File: config.mk
export PLATFORM = sky130hd
export DESIGN_NAME = multi_cycle_controller
export DESIGN_NICKNAME = d
export VERILOG_FILES = /design/src/rtl/mc_ctrl_pkg.sv /design/src/rtl/mc_ctrl_outdec.sv /design/src/rtl/multi_cycle_controller.sv
export SDC_FILE = /design/constraint.sdc
export NUM_CORES = 1
export LEC_CHECK = 0
export CORE_MARGIN = 5
export CORE_UTILIZATION = 38
export DETAILED_ROUTE_END_ITERATION = 8
export GPL_TIMING_DRIVEN = 1
export PLACE_DENSITY = 0.67
export RECOVER_POWER = 25
export SYNTH_ARGS = -nofsm -noshare
export SYNTH_HDL_FRONTEND = slang
export SYNTH_SLANG_ARGS = --single-unit
File: constraint.sdc
create_clock -name clk -period 2.6 [get_ports clk]
set_clock_uncertainty 0.05 [all_clocks]
set_input_delay 0.78 -clock clk [delete_from_list [all_inputs] [get_ports clk]]
set_output_delay 0.78 -clock clk [all_outputs]
set_load 0.005 [all_outputs]
File: src/rtl/mc_ctrl_pkg.sv
// Shared types and encodings for the multi-cycle MIPS-subset controller.
// Holds the FSM state enum, opcode constants and the ALUOp / PCSource /
// ALUSrcB encodings used by both the top and the output decoder.
// Optional feature macro: MC_CTRL_EXT_OPS_EN (adds ADDI states and BNE opcode).
package mc_ctrl_pkg;

  typedef enum logic [3:0] {
    S_FETCH     = 4'd0,
    S_DECODE    = 4'd1,
    S_MEM_ADDR  = 4'd2,
    S_MEM_READ  = 4'd3,
    S_MEM_WB    = 4'd4,
    S_MEM_WRITE = 4'd5,
    S_EXECUTE   = 4'd6,
    S_R_WB      = 4'd7,
    S_BRANCH    = 4'd8,
    S_JUMP      = 4'd9,
    S_TRAP      = 4'd10
`ifdef MC_CTRL_EXT_OPS_EN
    ,
    S_ADDI_EX   = 4'd11,
    S_ADDI_WB   = 4'd12
`endif
  } state_e;

  // Opcodes (IR[31:26])
  localparam logic [5:0] OP_RTYPE = 6'b000000;
  localparam logic [5:0] OP_J     = 6'b000010;
  localparam logic [5:0] OP_BEQ   = 6'b000100;
  localparam logic [5:0] OP_LW    = 6'b100011;
  localparam logic [5:0] OP_SW    = 6'b101011;
`ifdef MC_CTRL_EXT_OPS_EN
  localparam logic [5:0] OP_BNE   = 6'b000101;
  localparam logic [5:0] OP_ADDI  = 6'b001000;
`endif

  // ALU operation select
  localparam logic [1:0] ALUOP_ADD   = 2'b00;
  localparam logic [1:0] ALUOP_SUB   = 2'b01;
  localparam logic [1:0] ALUOP_FUNCT = 2'b10;

  // PC source select
  localparam logic [1:0] PCSRC_ALU    = 2'b00;
  localparam logic [1:0] PCSRC_ALUOUT = 2'b01;
  localparam logic [1:0] PCSRC_JUMP   = 2'b10;

  // ALU operand B select
  localparam logic [1:0] SRCB_B       = 2'b00;
  localparam logic [1:0] SRCB_FOUR    = 2'b01;
  localparam logic [1:0] SRCB_IMM     = 2'b10;
  localparam logic [1:0] SRCB_IMM_SH2 = 2'b11;

  // States that own the shared memory port
  function automatic logic is_mem_state(state_e s);
    return (s == S_FETCH) || (s == S_MEM_READ) || (s == S_MEM_WRITE);
  endfunction

endpackage

File: src/rtl/mc_ctrl_outdec.sv
// Control-word decoder for the multi-cycle controller.
// Purely combinational: maps the current state (plus mem_ready and the
// memory-timeout flag) onto every datapath strobe/select.
// Ports:
//   state_i      current FSM state
//   mem_ready_i  memory completes the current access this cycle
//   timeout_i    memory wait expired this cycle (forces all strobes low)
//   *_o          datapath controls, instr_done/illegal/mem_err status pulses
// Optional feature macro: MC_CTRL_EXT_OPS_EN (decodes ADDI_EX / ADDI_WB).
module mc_ctrl_outdec
  import mc_ctrl_pkg::*;
(
  input  state_e      state_i,
  input  logic        mem_ready_i,
  input  logic        timeout_i,
  output logic        mem_req_o,
  output logic        mem_read_o,
  output logic        mem_write_o,
  output logic        iord_o,
  output logic        ir_write_o,
  output logic        mem_to_reg_o,
  output logic        reg_write_o,
  output logic        reg_dst_o,
  output logic        alu_src_a_o,
  output logic        pc_write_o,
  output logic        pc_write_cond_o,
  output logic [1:0]  pc_source_o,
  output logic [1:0]  alu_src_b_o,
  output logic [1:0]  alu_op_o,
  output logic        instr_done_o,
  output logic        illegal_o,
  output logic        mem_err_o
);

  always_comb begin
    mem_req_o       = 1'b0;
    mem_read_o      = 1'b0;
    mem_write_o     = 1'b0;
    iord_o          = 1'b0;
    ir_write_o      = 1'b0;
    mem_to_reg_o    = 1'b0;
    reg_write_o     = 1'b0;
    reg_dst_o       = 1'b0;
    alu_src_a_o     = 1'b0;
    pc_write_o      = 1'b0;
    pc_write_cond_o = 1'b0;
    pc_source_o     = PCSRC_ALU;
    alu_src_b_o     = SRCB_B;
    alu_op_o        = ALUOP_ADD;
    instr_done_o    = 1'b0;
    illegal_o       = 1'b0;
    // An aborted access drives nothing but the error pulse.
    mem_err_o       = timeout_i;

    if (!timeout_i) begin
      case (state_i)
        S_FETCH: begin
          mem_req_o   = 1'b1;
          mem_read_o  = 1'b1;
          alu_src_b_o = SRCB_FOUR;
          alu_op_o    = ALUOP_ADD;
          pc_source_o = PCSRC_ALU;
          // IR load and PC+4 commit only when the fetch actually completes.
          ir_write_o  = mem_ready_i;
          pc_write_o  = mem_ready_i;
        end
        S_DECODE: begin
          alu_src_b_o = SRCB_IMM_SH2;
          alu_op_o    = ALUOP_ADD;
        end
        S_MEM_ADDR: begin
          alu_src_a_o = 1'b1;
          alu_src_b_o = SRCB_IMM;
          alu_op_o    = ALUOP_ADD;
        end
        S_MEM_READ: begin
          mem_req_o  = 1'b1;
          mem_read_o = 1'b1;
          iord_o     = 1'b1;
        end
        S_MEM_WB: begin
          reg_write_o  = 1'b1;
          mem_to_reg_o = 1'b1;
          instr_done_o = 1'b1;
        end
        S_MEM_WRITE: begin
          mem_req_o    = 1'b1;
          mem_write_o  = 1'b1;
          iord_o       = 1'b1;
          instr_done_o = mem_ready_i;
        end
        S_EXECUTE: begin
          alu_src_a_o = 1'b1;
          alu_src_b_o = SRCB_B;
          alu_op_o    = ALUOP_FUNCT;
        end
        S_R_WB: begin
          reg_write_o  = 1'b1;
          reg_dst_o    = 1'b1;
          instr_done_o = 1'b1;
        end
        S_BRANCH: begin
          alu_src_a_o     = 1'b1;
          alu_src_b_o     = SRCB_B;
          alu_op_o        = ALUOP_SUB;
          pc_write_cond_o = 1'b1;
          pc_source_o     = PCSRC_ALUOUT;
          instr_done_o    = 1'b1;
        end
        S_JUMP: begin
          pc_write_o   = 1'b1;
          pc_source_o  = PCSRC_JUMP;
          instr_done_o = 1'b1;
        end
        S_TRAP: begin
          illegal_o = 1'b1;
        end
`ifdef MC_CTRL_EXT_OPS_EN
        S_ADDI_EX: begin
          alu_src_a_o = 1'b1;
          alu_src_b_o = SRCB_IMM;
          alu_op_o    = ALUOP_ADD;
        end
        S_ADDI_WB: begin
          reg_write_o  = 1'b1;
          instr_done_o = 1'b1;
        end
`endif
        default: begin
        end
      endcase
    end
  end

endmodule

File: src/rtl/multi_cycle_controller.sv
// Multi-cycle MIPS-subset control FSM. One instruction takes 3-5 states and
// shares a single memory port and ALU; all datapath controls are decoded
// combinationally from the current state (mem_ready where it matters).
// Adds a memory-ready handshake with optional wait timeout, an illegal-opcode
// trap state and a wrapping retired-instruction counter.
// Parameters: CNT_W (retired counter width), MEM_TIMEOUT (0 = wait forever).
// Ports:
//   clk, rst_n (async active-low), op (IR[31:26]), zero (monitor only),
//   mem_ready; mem_req/mem_read/mem_write/iord/ir_write/mem_to_reg/reg_write/
//   reg_dst/alu_src_a, pc_write/pc_write_cond/branch_ne, pc_source, alu_src_b,
//   alu_op, instr_done, retired, illegal, mem_err.
// Optional feature macro: MC_CTRL_EXT_OPS_EN (ADDI and BNE support).
module multi_cycle_controller
  import mc_ctrl_pkg::*;
#(
  parameter int unsigned CNT_W       = 32,
  parameter int unsigned MEM_TIMEOUT = 16
) (
  input  logic             clk,
  input  logic             rst_n,
  input  logic [5:0]       op,
  input  logic             zero,
  input  logic             mem_ready,
  output logic             mem_req,
  output logic             mem_read,
  output logic             mem_write,
  output logic             iord,
  output logic             ir_write,
  output logic             mem_to_reg,
  output logic             reg_write,
  output logic             reg_dst,
  output logic             alu_src_a,
  output logic             pc_write,
  output logic             pc_write_cond,
  output logic             branch_ne,
  output logic [1:0]       pc_source,
  output logic [1:0]       alu_src_b,
  output logic [1:0]       alu_op,
  output logic             instr_done,
  output logic [CNT_W-1:0] retired,
  output logic             illegal,
  output logic             mem_err
);

  localparam int unsigned WAIT_W = (MEM_TIMEOUT > 1) ? $clog2(MEM_TIMEOUT) : 1;
  localparam logic [WAIT_W-1:0] WAIT_LAST =
    WAIT_W'((MEM_TIMEOUT > 0) ? MEM_TIMEOUT - 1 : 0);

  state_e            state_q, state_d;
  logic [WAIT_W-1:0] wait_q, wait_d;
  logic [CNT_W-1:0]  retired_q, retired_d;
  logic              in_mem_state;
  logic              timeout;

  logic       dec_mem_req, dec_mem_read, dec_mem_write, dec_iord, dec_ir_write;
  logic       dec_mem_to_reg, dec_reg_write, dec_reg_dst, dec_alu_src_a;
  logic       dec_pc_write, dec_pc_write_cond;
  logic [1:0] dec_pc_source, dec_alu_src_b, dec_alu_op;
  logic       dec_instr_done, dec_illegal, dec_mem_err;

  // The zero flag is consumed by the datapath through pc_write_cond.
  logic zero_unused;
  assign zero_unused = zero;

  assign in_mem_state = is_mem_state(state_q);
  assign timeout = (MEM_TIMEOUT != 0) && in_mem_state && !mem_ready &&
                   (wait_q == WAIT_LAST);

  always_ff @(posedge clk or negedge rst_n) begin
    if (!rst_n) begin
      state_q   <= S_FETCH;
      wait_q    <= '0;
      retired_q <= '0;
    end else begin
      state_q   <= state_d;
      wait_q    <= wait_d;
      retired_q <= retired_d;
    end
  end

  always_comb begin
    state_d = state_q;
    case (state_q)
      S_FETCH: begin
        if (timeout)        state_d = S_FETCH;
        else if (mem_ready) state_d = S_DECODE;
      end
      S_DECODE: begin
        case (op)
          OP_LW, OP_SW: state_d = S_MEM_ADDR;
          OP_RTYPE:     state_d = S_EXECUTE;
          OP_BEQ:       state_d = S_BRANCH;
          OP_J:         state_d = S_JUMP;
`ifdef MC_CTRL_EXT_OPS_EN
          OP_BNE:       state_d = S_BRANCH;
          OP_ADDI:      state_d = S_ADDI_EX;
`endif
          default:      state_d = S_TRAP;
        endcase
      end
      // Only LW and SW reach MEM_ADDR, so SW is the sole write case.
      S_MEM_ADDR:  state_d = (op == OP_SW) ? S_MEM_WRITE : S_MEM_READ;
      S_MEM_READ: begin
        if (timeout)        state_d = S_FETCH;
        else if (mem_ready) state_d = S_MEM_WB;
      end
      S_MEM_WRITE: begin
        if (timeout || mem_ready) state_d = S_FETCH;
      end
      S_EXECUTE:   state_d = S_R_WB;
`ifdef MC_CTRL_EXT_OPS_EN
      S_ADDI_EX:   state_d = S_ADDI_WB;
`endif
      default:     state_d = S_FETCH;
    endcase
  end

  // Wait counter restarts at zero whenever a memory state is (re)entered,
  // since every exit from a stalled access passes through a zeroing path.
  always_comb begin
    wait_d = '0;
    if ((MEM_TIMEOUT != 0) && in_mem_state && !mem_ready && !timeout) begin
      wait_d = wait_q + WAIT_W'(1);
    end
  end

  assign retired_d = retired_q + CNT_W'(dec_instr_done);

  mc_ctrl_outdec u_outdec (
    .state_i         (state_q),
    .mem_ready_i     (mem_ready),
    .timeout_i       (timeout),
    .mem_req_o       (dec_mem_req),
    .mem_read_o      (dec_mem_read),
    .mem_write_o     (dec_mem_write),
    .iord_o          (dec_iord),
    .ir_write_o      (dec_ir_write),
    .mem_to_reg_o    (dec_mem_to_reg),
    .reg_write_o     (dec_reg_write),
    .reg_dst_o       (dec_reg_dst),
    .alu_src_a_o     (dec_alu_src_a),
    .pc_write_o      (dec_pc_write),
    .pc_write_cond_o (dec_pc_write_cond),
    .pc_source_o     (dec_pc_source),
    .alu_src_b_o     (dec_alu_src_b),
    .alu_op_o        (dec_alu_op),
    .instr_done_o    (dec_instr_done),
    .illegal_o       (dec_illegal),
    .mem_err_o       (dec_mem_err)
  );

  // Outputs are forced low combinationally while reset is held, so an
  // in-flight access is dropped in the same cycle reset asserts.
  assign {mem_req, mem_read, mem_write, iord, ir_write, mem_to_reg, reg_write,
          reg_dst, alu_src_a, pc_write, pc_write_cond, pc_source, alu_src_b,
          alu_op, instr_done, illegal, mem_err} =
    {20{rst_n}} &
    {dec_mem_req, dec_mem_read, dec_mem_write, dec_iord, dec_ir_write,
     dec_mem_to_reg, dec_reg_write, dec_reg_dst, dec_alu_src_a, dec_pc_write,
     dec_pc_write_cond, dec_pc_source, dec_alu_src_b, dec_alu_op,
     dec_instr_done, dec_illegal, dec_mem_err};

  assign retired = retired_q;

`ifdef MC_CTRL_EXT_OPS_EN
  // IR is stable from DECODE on, so BNE is recognised directly in BRANCH.
  assign branch_ne = rst_n & (state_q == S_BRANCH) & (op == OP_BNE);
`else
  assign branch_ne = 1'b0;
`endif

endmodule

## Yosys cells after proc, flatten, opt, wreduce, memory -nomap -nowiden

Cells that the tools add are included.

| cells by class | value |
|---|---|
| shift operators | 0 |
| $mul | 0 |
| equal/unequal tests | 18 |
| bitwise logic cells | 1 |
| reduce and logical (&&, ||, !) cells | 18 |
| div/mod/pow operators | 0 |
| add/subtract/negate cells | 2 |
| $lt $le $gt $ge | 0 |
| mux-type cells | 41 |

Operator list:

| operator | number |
|---|---|
| $add A32 B1 Y32 | 1 |
| $mux W1 | 24 |
| $mux W4 | 6 |
| $pmux W4 S6 | 1 |
| $and A20 B20 Y20 | 1 |
| $eq A4 B3 Y1 const B | 4 |
| $eq A4 B4 Y1 const B | 4 |
| $pmux W4 S4 | 1 |
| $eq A6 B6 Y1 const B | 2 |
| $eq A4 B2 Y1 const B | 2 |
| $pmux W2 S2 | 2 |
| $reduce_or A2 Y1 | 4 |
| $eq A6 B2 Y1 const B | 1 |
| $eq A6 B3 Y1 const B | 1 |
| $logic_not A6 Y1 | 1 |
| $mux W2 | 3 |
| $ne A3 B3 Y1 const B | 2 |
| $pmux W2 S3 | 1 |
| $reduce_or A3 Y1 | 2 |
| $add A4 B1 Y4 const B | 1 |
| $eq A4 B1 Y1 const B | 1 |
| $logic_not A4 Y1 | 1 |
| $pmux W1 S2 | 2 |
| $reduce_or A4 Y1 | 1 |
| 6 further kinds | 11 |

| storage, ports and cells | value |
|---|---|
| output and inout bits | 53 |
| bits in read-only memories | 0 |
| memory bits (writable) | 0 |
| bits in latches | 0 |
| register bits | 40 |
| memories | 0 |

## Logic depth before layout (Yosys ltp)

Gate-level depths: netlist of the first run.

| depth | value |
|---|---|
| word-level depth | 8 |
| depth in mapped cells | 11 |
| gate-level depth less buffers | 8 |

## Cells and area by module

From an unflattened synthesis of the first run, not the netlist that was laid out.

| unflattened totals | value |
|---|---|
| cell total of the unflattened synthesis | 242 |
| area, all modules | 2416.1 um^2 |

Modules (own cells, without submodules):

| module | sequential area each (um^2) | cells an instance | area an instance (um^2) | instances |
|---|---|---|---|---|
| multi_cycle_controller | 1001.0 | 198 | 2099.5 | 1 |
| mc_ctrl_outdec | 0.0 | 44 | 316.6 | 1 |

## Worst setup path after synthesis of the first run

OpenSTA, ideal clock, no wires.

| timing | value |
|---|---|
| path type | input to register |
| start point | input port mem_ready |
| end point | register retired_q[20], in the netlist retired[20] |
| setup slack | 189 ps |
| arrival time | 2237 ps |
| cell stages on the path | 8 |
| cell sequence | nor2b_1 -> o21ba_2 -> o22ai_1 -> ha_1 -> nand2_4 -> nor4_4 -> nand4_1 -> xnor2_1 |

| between the ends | value |
|---|---|
| cells in the longest elaborated chain, start to end | 5 |
| elaborated cells on any way between the ends | 6 |
| those cells by class | 1 x add/sub; 2 x mux; 3 x reduce/logical |

Ends and longest elaborated chain:

| element | RTL line | source |
|---|---|---|
| start: declaration | multi_cycle_controller.sv:23 | `input logic mem_ready,` |
| $logic_not A1 Y1 | multi_cycle_controller.sv:66 | `assign timeout = (MEM_TIMEOUT != 0) && in_mem_state && !mem_ready &&` |
| $logic_and A1 B1 Y1 (2 in series) | multi_cycle_controller.sv:66 |  |
| $mux W1 (*) | mc_ctrl_outdec.sv:55 | `if (!timeout_i) begin` |
| $add A32 B1 Y32 (*) | multi_cycle_controller.sv:127 | `assign retired_d = retired_q + CNT_W'(dec_instr_done);` |
| via retired_d[20] | multi_cycle_controller.sv:51 | `logic [CNT_W-1:0] retired_q, retired_d;` |
| end signal: assignment | multi_cycle_controller.sv:77 | `retired_q <= retired_d;` |
| end: declaration | multi_cycle_controller.sv:51 |  |

The timed path passes the listed nets; every way through them passes the cells marked *.
A chain may end at the register's enable or synchronous reset.

## Worst setup path after layout of the first run

| timing | value |
|---|---|
| start point | register state_q[2] |
| end point | output port alu_src_a |

| between the ends | value |
|---|---|
| cells in the longest elaborated chain, start to end | 7 |
| elaborated cells on any way between the ends | 14 |
| those cells by class | 5 x eq/ne; 2 x mux; 1 x bitwise; 6 x reduce/logical |

Ends and longest elaborated chain:

| element | RTL line | source |
|---|---|---|
| start: declaration | multi_cycle_controller.sv:49 | `state_e state_q, state_d;` |
| start signal: assignment | multi_cycle_controller.sv:75 | `state_q <= state_d;` |
| $eq A4 B2 Y1 / $logic_not A4 Y1 (equally long branches) | mc_ctrl_pkg.sv:55 | `return (s == S_FETCH) \|\| (s == S_MEM_READ) \|\| (s == S_MEM_WRITE);` |
| $logic_or A1 B1 Y1 (2 in series) | mc_ctrl_pkg.sv:55 |  |
| $logic_and A1 B1 Y1 (2 in series) | multi_cycle_controller.sv:66 |  |
| $mux W1 (*) | mc_ctrl_outdec.sv:55 |  |
| $and A20 B20 Y20 (*) | multi_cycle_controller.sv:157 | `{20{rst_n}} &` |
| end: declaration | multi_cycle_controller.sv:32 | `output logic alu_src_a,` |

Mark *: on every way between the ends. The rest lies on a longest branch, timed or not.

==> impl_metrics.csv, run 1 <==
group,metric,value,unit
detailed_routing,num_vias,1959,
sta,timing.fmax,381.9,MHz
synthesis,synth_fp_nets,229,
power_and_ir_drop,power.ir.vdd_worst,378.1,uV
worst_hold_path,hold_path_startpoint,"retired[25]",
finish,n_antenna_cell,0,
detailed_routing,detail-route-antenna-nets,0,
sta,layout_worst_path_cycle_share,100.7,%
power_and_ir_drop,power-per-cell-area,719.1,mW/mm^2
detailed_routing,drt-vias-per-instance,5.102,
grt,maximum_number_of_pins_on_one_net_before_global_route_repair,34,
detailed_routing,met3_wire_length,244,um
placed_design,placedCellCount,367,
worst_setup_path,end_kind,"output pin",
floorplan,rows,27,
detailed_routing,post_drt_wl_per_cell,14.16,um
grt,groute.usage.overall,15.08,%
worst_setup_path,critPathArrivalTime,1.79,ns
floorplan,chipWidth,86.43,um
clocking,post_cts_hold_buffer_count,0,
worst_hold_path,hold_path.class,"register to register",
power_and_ir_drop,cellLeakagePower,1.505,nW
power_and_ir_drop,total_power,2.393,mW
synthesis,yosys_register_bits,40,
synthesis,post_synth_instance_area,0.002220,sq mm
finish,finish.net_count,324,
floorplan,floorplan.core_area,0.005608,sq mm
worst_setup_path,crit_path_from,"state_q[2]",
sta,fin_tns_setup,-0.02151,ns
clocking,clk_pin_slew,0.08,ns
worst_setup_path,critPathRequiredTime,1.77,ns
clocking,cts_max_path_buffers,2,
grt,grt.overflow.total,0,
finish,areaGrowthSynthToFinish,49.89,%
clocking,tritoncts,"yes",
worst_setup_path,timing.rr.end,"retired[28]",
finish,multi_input_comb_area,0.001269,sq mm
sta,final.hold.worst_slack,0.4494,ns
clocking,clock_net_sink_count,40,
sta,finalMaxSlewViolations,0,
sta,tightestPinTransition,0.7895,ns
sta,timing.slew.headroom,47.37,%
worst_setup_path,crit_path_start_kind,"register",
finish,final_util,59.33,%
detailed_routing,drc_violation_total_after_the_first_tritonroute_iteration,58,
floorplan,fp.dieArea,0.007469,sq mm
placed_design,gpl.final_weighted_congestion,0.7703,
sta,hold_viol_final,0,
worst_setup_path,timing_worst_setup_path_type,"register to output pin",
detailed_routing,wirelength,5.438,mm
clocking,clock_tree.htree_level_count,2,
sta,final.min_clock_period,2.618,ns
detailed_routing,drt_pre_antenna_iters,6,
placed_design,numPortBuffers,60,
sta,fin_ws,-0.01838,ns
synthesis,synthCells,216,
outcome,status,"finished, violations left",
sta,final_setup_violation_count,2,
synthesis,synth_warnings,0,
finish,post_layout_nonfiller_instances,384,
detailed_routing,routed.top_layer,"met4",
job,drv_cap,0,
grt,first_global_vias,1907,
outcome,failed_checks,"negative setup slack",
worst_setup_path,regToRegStartpoint,"state_q[0]",
finish,seqCellArea,0.001001,sq mm
floorplan,initial_core_util,39.58,%
worst_hold_path,worst_hold_path.endpoint,"retired[25]",
sta,setup_repair_after_global_routing_missed_its_margin,"yes",
detailed_routing,wl_met1,2.425,mm
detailed_routing,met2_length,2.714,mm
worst_hold_path,hold_path_depth,1,
grt,antenna_violations_before_repair,0,
synthesis,synth-main-ff-cell,"dfrtp_1",
clocking,cts_buffers,5,
clocking,clock_root_buffer,"clkbuf_8",
finish,fillers,504,
synthesis,post_synth_num_cell_types,42,
worst_setup_path,critical_path.max_fanout,4,
detailed_routing,drc_errors,0,
synthesis,ys_async_sr_fraction,100.0,%
floorplan,chipHeight,86.43,um
synthesis,yosysSeqAreaShare,45.10,%
clocking,clk-insertion-delay-late,0.29,ns
placed_design,hpwl,3.948,mm
synthesis,synth_edf_count,0,
synthesis,post_synth.cell_area_avg,10.28,sq um
finish,drive_above_1_share,29.17,%
floorplan,floorplan.io_pins,63,
grt,wire_length_of_the_first_global_routing_pass,9.073,mm
worst_setup_path,worst-r2r-cell-count,12,
worst_setup_path,register_to_register_setup_slack,0.14,ns
## worst max-delay path by stage
stage | slack, ns | cells after the start | to
finish | -0.02 | 7 | alu_src_a
global route | -0.08 | 7 | alu_src_a
CTS | -0.1 | 7 | mem_read
detailed placement | -0.68 | 6 | pc_write
global placement | -0.65 | 6 | pc_write
floorplan | 0.19 | 8 | retired[20]
## report_power, final
group | total, mW | leakage, nW | internal (mW) | switching (mW)
combinational | 1.08 | 0.905 | 0.565 | 0.518
clock | 0.521 | 0.0548 | 0.289 | 0.232
sequential | 0.788 | 0.545 | 0.695 | 0.0929
total | 2.39 | 1.50 | 1.55 | 0.843
## synth_stat cells, types with 2 or more instances
library cell	instances	area share (%)
nor2b_1	3	0.85
dfrtp_1	40	45
nor3_1	15	3.4
buf_2	3	0.68
a21oi_1	2	0.45
nand3_1	16	3.6
nor4_4	3	2.9
xnor2_1	26	10
clkbuf_1	3	0.51
nor2_1	15	2.5
ha_1	3	1.7
o22ai_1	2	0.56
xor2_1	9	3.6
inv_1	3	0.51
and3_1	7	2.0
nand2_1	16	2.7
nand2b_1	8	2.3
nor4_1	5	1.4
or4b_1	2	0.90
nand4_1	10	2.8
or2_2	4	1.1
## placed cells by master (no fill, tap or decap), types with 6 or more instances in the layout
| cell type | n |
|---|---|
| and3_1 | 7 |
| buf_2 | 14 |
| buf_4 | 23 |
| buf_6 | 7 |
| clkdlybuf4s50_1 | 38 |
| dfrtp_1 | 40 |
| dlygate4sd2_1 | 6 |
| nand2_1 | 15 |
| nand2b_1 | 7 |
| nand3_1 | 16 |
| nand4_1 | 10 |
| nor2_1 | 14 |
| nor3_1 | 8 |
| nor3_2 | 6 |
| xnor2_1 | 26 |
| xor2_1 | 9 |
## timing repair
| action | in CTS | in global routing |
|---|---|---|
| setup buffers | 6 | 4 |
| setup endpoints to repair | 41 | 14 |
| gates resized for setup | 75 | 19 |
| pin swaps | 3 | 8 |
## critical path: stages, from the launching register on
cell and delay [ns]:
dfrtp_1 0.42, and4bb_2 0.34, a31oi_4 0.05, o31ai_4 0.28, buf_6 0.15, buf_6 0.09
nor3_4 0.03, buf_2 0.13
## per-layer routing
layer | track usage (%) | up-vias
met5 | 0 | -
met4 | 3.824 | 0
met3 | 3.232 | 5
met2 | 25.87 | 41
met1 | 19.27 | 957
li1 | - | 956
## stage by stage
step           area (sq um)  setup slack [ns]
2_1_floorplan          2220            0.1894
3_3_place_gp           3075           -0.6533
5_1_grt                3327          -0.08012
4_1_cts                3262          -0.09792
3_5_place_dp           3075           -0.6791
6_report               3327          -0.01838
## kinds of logic after synthesis
kind of cell	share of synthesized area, %
mux	0.4510
fa+ha+maj	1.691
other cells	0.1689
compound gates	5.750
buf+inv	2.536
flops	45.10
xor+xnor	13.81
simple gates	30.50
## flip-flops by register name, indices dropped and copies added, names as in the netlist
register / count
retired: 32
state_q: 4
wait_q: 4
## area by class of cell
type | count | share of cell area (%)
timing repair buffer | 96 | 25.27
tap | 72 | 2.708
inverter | 3 | 0.3385
clock buffer | 5 | 2.068
clock inverter | 3 | 1.392
sequential | 40 | 30.09
multi-input combinational | 165 | 38.13
(Power assumes the default switching activity.)
==> run 2, diff against run 1 <==
Settings changed: CORE_ASPECT_RATIO set to 2, CTS_BUF_LIST set to sky130_fd_sc_hd__clkbuf_4 sky130_fd_sc_hd__clkbuf_8.
==> run 2 against run 1 <==
The run still ends with negative setup slack left. Sequential power increased by 2%. Global-route usage up 0.73 points. Via count is 0.66% higher. Die area rose by 1.2%.
==> impl_metrics.csv, run 2 (synthesis gave the netlist of run 1 again) <==
group,metric,value,unit
grt,wire_length_of_the_first_global_routing_pass,9.687,mm
worst_setup_path,timing_worst_setup_path_type,"register to output pin",
finish,n_antenna_cell,0,
finish,multi_input_comb_area,0.001264,sq mm
clocking,cts_max_path_buffers,2,
detailed_routing,drc_errors,0,
sta,layout_worst_path_cycle_share,105.1,%
worst_hold_path,hold_path_startpoint,"wait_q[0]",
worst_setup_path,critPathRequiredTime,1.77,ns
clocking,cts_buffers,5,
worst_setup_path,register_to_register_setup_slack,0.12,ns
clocking,clock_root_buffer,"clkbuf_8",
detailed_routing,detail-route-antenna-nets,0,
power_and_ir_drop,power-per-cell-area,710.3,mW/mm^2
sta,timing.fmax,366.1,MHz
power_and_ir_drop,sw_frac_of_total,34.25,%
worst_hold_path,hold_path.class,"register to register",
sta,finalMaxSlewViolations,0,
worst_hold_path,hold_path_depth,1,
finish,post_layout_nonfiller_instances,375,
finish,finish.net_count,326,
finish,mostFrequentLayoutCells,"dfrtp_1 (40), clkdlybuf4s50_1 (39), xnor2_1 (26)",
clocking,clock_tree.htree_level_count,2,
grt,grt.overflow.total,0,
floorplan,chipWidth,64.04,um
clocking,clock_net_sink_count,40,
sta,fin_ws,-0.1316,ns
sta,timing.slew.headroom,66.35,%
outcome,status,"finished, violations left",
worst_setup_path,worst-r2r-cell-count,12,
detailed_routing,post_drt_wl_per_cell,15.62,um
worst_setup_path,worst_path_dominant_cell_family,"buffers and inverters",
sta,fin_tns_setup,-1.007,ns
sta,hold_viol_final,0,
worst_setup_path,end_kind,"output pin",
floorplan,chipHeight,118.1,um
placed_design,hpwl,4.427,mm
detailed_routing,num_vias,1972,
power_and_ir_drop,power.ir.vdd_worst,510.4,uV
floorplan,rows,39,
power_and_ir_drop,cellLeakagePower,1.508,nW
job,drv_cap,0,
finish,drive_above_1_share,30.57,%
placed_design,placedCellCount,356,
finish,fillers,497,
worst_setup_path,regToRegStartpoint,"state_q[3]",
grt,first_global_vias,2073,
worst_setup_path,critPathMostFrequentCell,"buf_4",
finish,largest_register_ffs,32,
worst_setup_path,timing.rr.end,"retired[20]",
floorplan,floorplan.core_area,0.005709,sq mm
grt,maximum_number_of_pins_on_one_net_before_global_route_repair,41,
power_and_ir_drop,share_clk_of_total_power,23.1,%
worst_setup_path,cp_num_buf_inv,4,
outcome,failed_checks,"negative setup slack",
grt,antenna_violations_before_repair,0,
floorplan,floorplan.io_pins,63,
worst_setup_path,critPathArrivalTime,1.90,ns
detailed_routing,drt_pre_antenna_iters,4,
power_and_ir_drop,flop_pwr_share,33.9,%
worst_hold_path,worst_hold_path.endpoint,"wait_q[0]",
power_and_ir_drop,internal-power,1.555,mW
placed_design,numPortBuffers,60,
sta,tightestPinTransition,0.5009,ns
floorplan,fp.dieArea,0.007562,sq mm
grt,groute.usage.overall,15.81,%
floorplan,initial_core_util,38.88,%
worst_setup_path,critical-path-max-stage-delay,0.51,ns
placed_design,gpl.final_weighted_congestion,0.8698,
worst_setup_path,critical_path.max_fanout,9,
power_and_ir_drop,power.combinational.fraction,43.0,%
detailed_routing,drc_violation_total_after_the_first_tritonroute_iteration,54,
clocking,clk_pin_slew,0.07,ns
power_and_ir_drop,p_switching,0.8104,mW
finish,areaGrowthSynthToFinish,50.06,%
clocking,clk-insertion-delay-late,0.29,ns
detailed_routing,drt-vias-per-instance,5.259,
sta,final.min_clock_period,2.732,ns
finish,mostFrequentLayoutCell,"dfrtp_1",
worst_setup_path,sequence_of_cells_on_the_critical_path,"buf_4, nor2b_4, buf_4, nand2_1, buf_4, nor2_1, clkdlybuf4s50_1",
detailed_routing,wirelength,5.857,mm
sta,setup_repair_after_global_routing_missed_its_margin,"yes",
worst_setup_path,levels_on_crit_path,7,
finish,seqCellArea,0.001001,sq mm
worst_setup_path,crit_path_start_kind,"register",
sta,final_setup_violation_count,13,
clocking,tritoncts,"yes",
worst_setup_path,crit_slowest_cell,"clkdlybuf4s50_1",
placed_design,placed_area,0.003062,sq mm
finish,layout.cell_area.non_filler,0.003331,sq mm
run 2: cell types whose count changed in the layout (fill, tap and decap cells not counted), moves of 2 or more:
cell / previous run / this run
buf_6: 7 / 11
dlygate4sd2_1: 6 / 2
buf_12: 3 / 1
buf_4: 23 / 25
clkbuf_8: 5 / 7
clkdlybuf4s15_2: 0 / 2
run 2: worst reg2reg max path, stage by stage (launching register included):
cell      delay (ns)
dfrtp_1         0.41
buf_6           0.13
buf_4           0.14
nand2b_1        0.15
o21ba_2         0.22
o22ai_2         0.15
buf_4           0.16
ha_4            0.14
nand2_4         0.07
nor4_4          0.30
buf_6           0.18
nand4_1         0.12
xnor2_1         0.16
run 2: how the worst max path moves through the flow:
stage / startpoint / end / slack [ns]
after global placement: mem_ready / instr_done / -0.63
after global routing: state_q[2] / illegal / -0.22
after detailed placement: mem_ready / mem_to_reg / -0.63
after CTS: state_q[2] / illegal / -0.14
final: state_q[2] / illegal / -0.13
after floorplan: mem_ready / retired[20] / 0.19
run 2: layer usage:
| metal | up-vias | GRT usage (%) | part of all wire [%] |
|---|---|---|---|
| met4 | 0 | 7.542 | 3.1 |
| li1 | 952 | - | - |
| met1 | 935 | 15.30 | 34 |
| met2 | 70 | 29.72 | 57 |
| met5 | - | 0 | 0 |
| met3 | 15 | 3.629 | 5.4 |
run 2: power by group through the flow:
| stage | clock [mW] | combinational, mW | sequential (mW) |
|---|---|---|---|
| after detailed placement | 0 | 0.925 | 0.808 |
| final | 0.546 | 1.02 | 0.803 |
| after global routing | 0.583 | 1.11 | 0.821 |
| after CTS | 0.562 | 0.937 | 0.797 |
| after floorplan | 0 | 0.457 | 0.800 |
| after global placement | 0 | 0.922 | 0.809 |
run 2: area by class of cell:
| type | instances | area share (%) |
|---|---|---|
| inverter | 3 | 0.3381 |
| clock buffer | 7 | 2.893 |
| multi-input combinational | 165 | 37.94 |
| timing repair buffer | 98 | 25.58 |
| sequential | 40 | 30.05 |
| tap | 61 | 2.292 |
| clock inverter | 1 | 0.9016 |
run 2: stage by stage:
| step | total power [mW] | hold slack (ns) | utilization, % | worst slack, ns |
|---|---|---|---|---|
| floorplan | 1.257 | 0.3807 | - | 0.1894 |
| finish | 2.366 | 0.4115 | 58.34 | -0.1316 |
| global route | 2.511 | 0.4649 | 58.34 | -0.2192 |
| CTS | 2.295 | 0.4155 | 56.70 | -0.1379 |
| global placement | 1.731 | 0.4098 | 53.63 | -0.6276 |
| detailed placement | 1.734 | 0.4053 | 53.63 | -0.6321 |
run 2: repair_timing:
item,in CTS,in global routing
buffers inserted,8,2
gates resized for setup,75,24
gates cloned,0,1
pin swaps,3,4
hold buffers,0,0
setup endpoints to repair,42,24
==> run 3, diff against run 2 <==
Settings changed: CORE_MARGIN 5 to 2, CORE_UTILIZATION 38 to 45, PLACE_DENSITY 0.67 to 0.77.
==> run 3 against run 2 <==
The run still ends with negative setup slack left. Final cell count shrank 1.1%. Global-route usage grew 6.0 points. Maximum frequency grew 4.7%. Wire length down 2.3%. Hold slack improved by 0.0077 ns. Die area is 27% lower. Non-clock buffer count did not move. Count of clock-buffer cells in the layout is the same. Register-to-register slack got worse by 0.05 ns.
==> impl_metrics.csv, run 3 (synthesis gave the netlist of run 1 again) <==
group,metric,value,unit
outcome,status,"finished, violations left",
outcome,failed_checks,"negative setup slack",
sta,final.min_clock_period,2.608,ns
sta,layout_worst_path_cycle_share,100.3,%
worst_setup_path,register_to_register_setup_slack,0.07,ns
finish,finish.net_count,326,
placed_design,placedCellCount,350,
grt,grt.overflow.total,0,
floorplan,chipWidth,53.66,um
worst_hold_path,hold_path_startpoint,"retired[31]",
finish,largest_register_ffs,32,
clocking,clk-insertion-delay-late,0.29,ns
sta,final_setup_violation_count,1,
detailed_routing,num_vias,2005,
grt,groute.usage.overall,21.85,%
finish,final_util,70.02,%
worst_setup_path,worst-r2r-cell-count,12,
finish,n_antenna_cell,0,
power_and_ir_drop,power.ir.vdd_worst,625.9,uV
floorplan,initial_core_util,46.05,%
detailed_routing,detail-route-antenna-nets,0,
grt,antenna_violations_before_repair,0,
finish,mostFrequentLayoutCells,"dfrtp_1 (40), clkdlybuf4s50_1 (38), buf_4 (28)",
worst_setup_path,critPathArrivalTime,1.78,ns
floorplan,floorplan.core_area,0.004820,sq mm
placed_design,dp_worst_setup_slack,-0.6531,ns
placed_design,gpl.final_weighted_congestion,0.7355,
detailed_routing,post_drt_wl_per_cell,15.42,um
floorplan,floorplan.io_pins,63,
floorplan,chipHeight,103.3,um
finish,areaGrowthSynthToFinish,52.03,%
grt,maximum_number_of_pins_on_one_net_before_global_route_repair,27,
finish,drive_above_1_share,32.17,%
worst_setup_path,end_kind,"output pin",
detailed_routing,drt-vias-per-instance,5.404,
sta,hold_viol_final,0,
floorplan,rows,36,
clocking,clock_net_sink_count,40,
placed_design,placed_area,0.003042,sq mm
worst_setup_path,crit_path_start_kind,"register",
sta,timing.slew.headroom,47.59,%
worst_setup_path,timing_worst_setup_path_type,"register to output pin",
worst_hold_path,worst_hold_path.endpoint,"retired[31]",
grt,first_global_vias,2022,
detailed_routing,drc_errors,0,
clocking,clock_root_buffer,"clkbuf_8",
worst_hold_path,hold_path_depth,1,
clocking,tritoncts,"yes",
power_and_ir_drop,cellLeakagePower,1.551,nW
detailed_routing,wirelength,5.720,mm
sta,fin_ws,-0.007839,ns
sta,tightestPinTransition,0.7862,ns
finish,mostFrequentLayoutCell,"dfrtp_1",
sta,finalMaxSlewViolations,0,
sta,timing.fmax,383.5,MHz
sta,setup_repair_after_global_routing_missed_its_margin,"yes",
detailed_routing,drc_violation_total_after_the_first_tritonroute_iteration,12,
worst_setup_path,critical_path.max_fanout,4,
worst_setup_path,critPathRequiredTime,1.77,ns
clocking,clk_pin_slew,0.07,ns
clocking,cts_buffers,5,
power_and_ir_drop,power-per-cell-area,717.9,mW/mm^2
finish,layout.cell_area.non_filler,0.003374,sq mm
placed_design,numPortBuffers,60,
worst_hold_path,hold_path.class,"register to register",
grt,wire_length_of_the_first_global_routing_pass,8.963,mm
floorplan,fp.dieArea,0.005544,sq mm
finish,post_layout_nonfiller_instances,371,
detailed_routing,drt_pre_antenna_iters,4,
placed_design,hpwl,4.171,mm
clocking,cts_max_path_buffers,2,
worst_setup_path,timing.rr.end,"retired[22]",
finish,fillers,360,
worst_setup_path,regToRegStartpoint,"state_q[3]",
clocking,clock_tree.htree_level_count,2,
job,drv_cap,0,
clocking,post_cts_hold_buffer_count,0,
run 3: cell count changes in the layout (fill, tap and decap cells not counted), moves of 2 or more:
cell,change
nand2b_1,-5
dlygate4sd2_1,+3
nor2b_2,+2
nand2b_4,+5
buf_2,-3
buf_6,-3
nor2_2,+2
buf_4,+3
nor2_1,-2
run 3: routing by layer:
layer / track usage [%] / part of all wire (%) / vias to the layer above
met5: 0 / 0 / -
met4: 9.665 / 3.8 / 0
met3: 4.310 / 2.9 / 14
met2: 42.96 / 60 / 58
met1: 19.98 / 33 / 983
li1: - / - / 950
run 3: cell type report:
| cell class | instances | area [sq um] | area share, % |
|---|---|---|---|
| clock buffer | 7 | 96.34 | 2.855 |
| clock inverter | 1 | 30.03 | 0.8899 |
| inverter | 3 | 11.26 | 0.3337 |
| multi-input combinational | 165 | 1313 | 38.90 |
| sequential | 40 | 1001 | 29.66 |
| tap | 57 | 71.32 | 2.113 |
| timing repair buffer | 98 | 852.1 | 25.25 |
run 3: how the worst max path moves through the flow:
stage	to	start	slack, ns	cells after the start
6_report	mem_read	state_q[3]	-0.008	6
5_1_grt	mem_read	state_q[0]	-0.10	6
4_1_cts	mem_read	state_q[0]	-0.09	7
3_5_place_dp	instr_done	mem_ready	-0.65	6
3_3_place_gp	instr_done	mem_ready	-0.62	6
2_1_floorplan	retired[20]	mem_ready	0.19	8
run 3: per-stage QoR:
| step | TNS, ns | hold slack [ns] | total power [mW] |
|---|---|---|---|
| floorplan | 0 | 0.3807 | 1.257 |
| global placement | -16.49 | 0.4124 | 1.696 |
| detailed placement | -18.67 | 0.4129 | 1.707 |
| CTS | -0.4767 | 0.4276 | 2.307 |
| global route | -0.5584 | 0.4570 | 2.556 |
| finish | -0.007839 | 0.4192 | 2.423 |
run 3: power by group:
group          leakage (nW)  total (mW)  internal (mW)  switching [mW]
clock network        0.0645       0.544          0.339           0.205
logic                 0.942        1.09          0.551           0.539
registers             0.545       0.788          0.695          0.0931
total                  1.55        2.42           1.59           0.837
run 3: worst max-delay path, cell delays in order, from the launching register on:
cell and delay (ns):
dfrtp_1 0.40, and4bb_2 0.28, a31oi_4 0.20, o31ai_4 0.11, buf_6 0.15, nor4_4 0.20, buf_2 0.15
run 3: what timing repair did:
action,CTS,global route
pin swaps,2,6
setup buffers,6,8
gates cloned,0,0
resized for setup,75,24
endpoints found under the setup margin,43,15
hold endpoints to repair,0,0
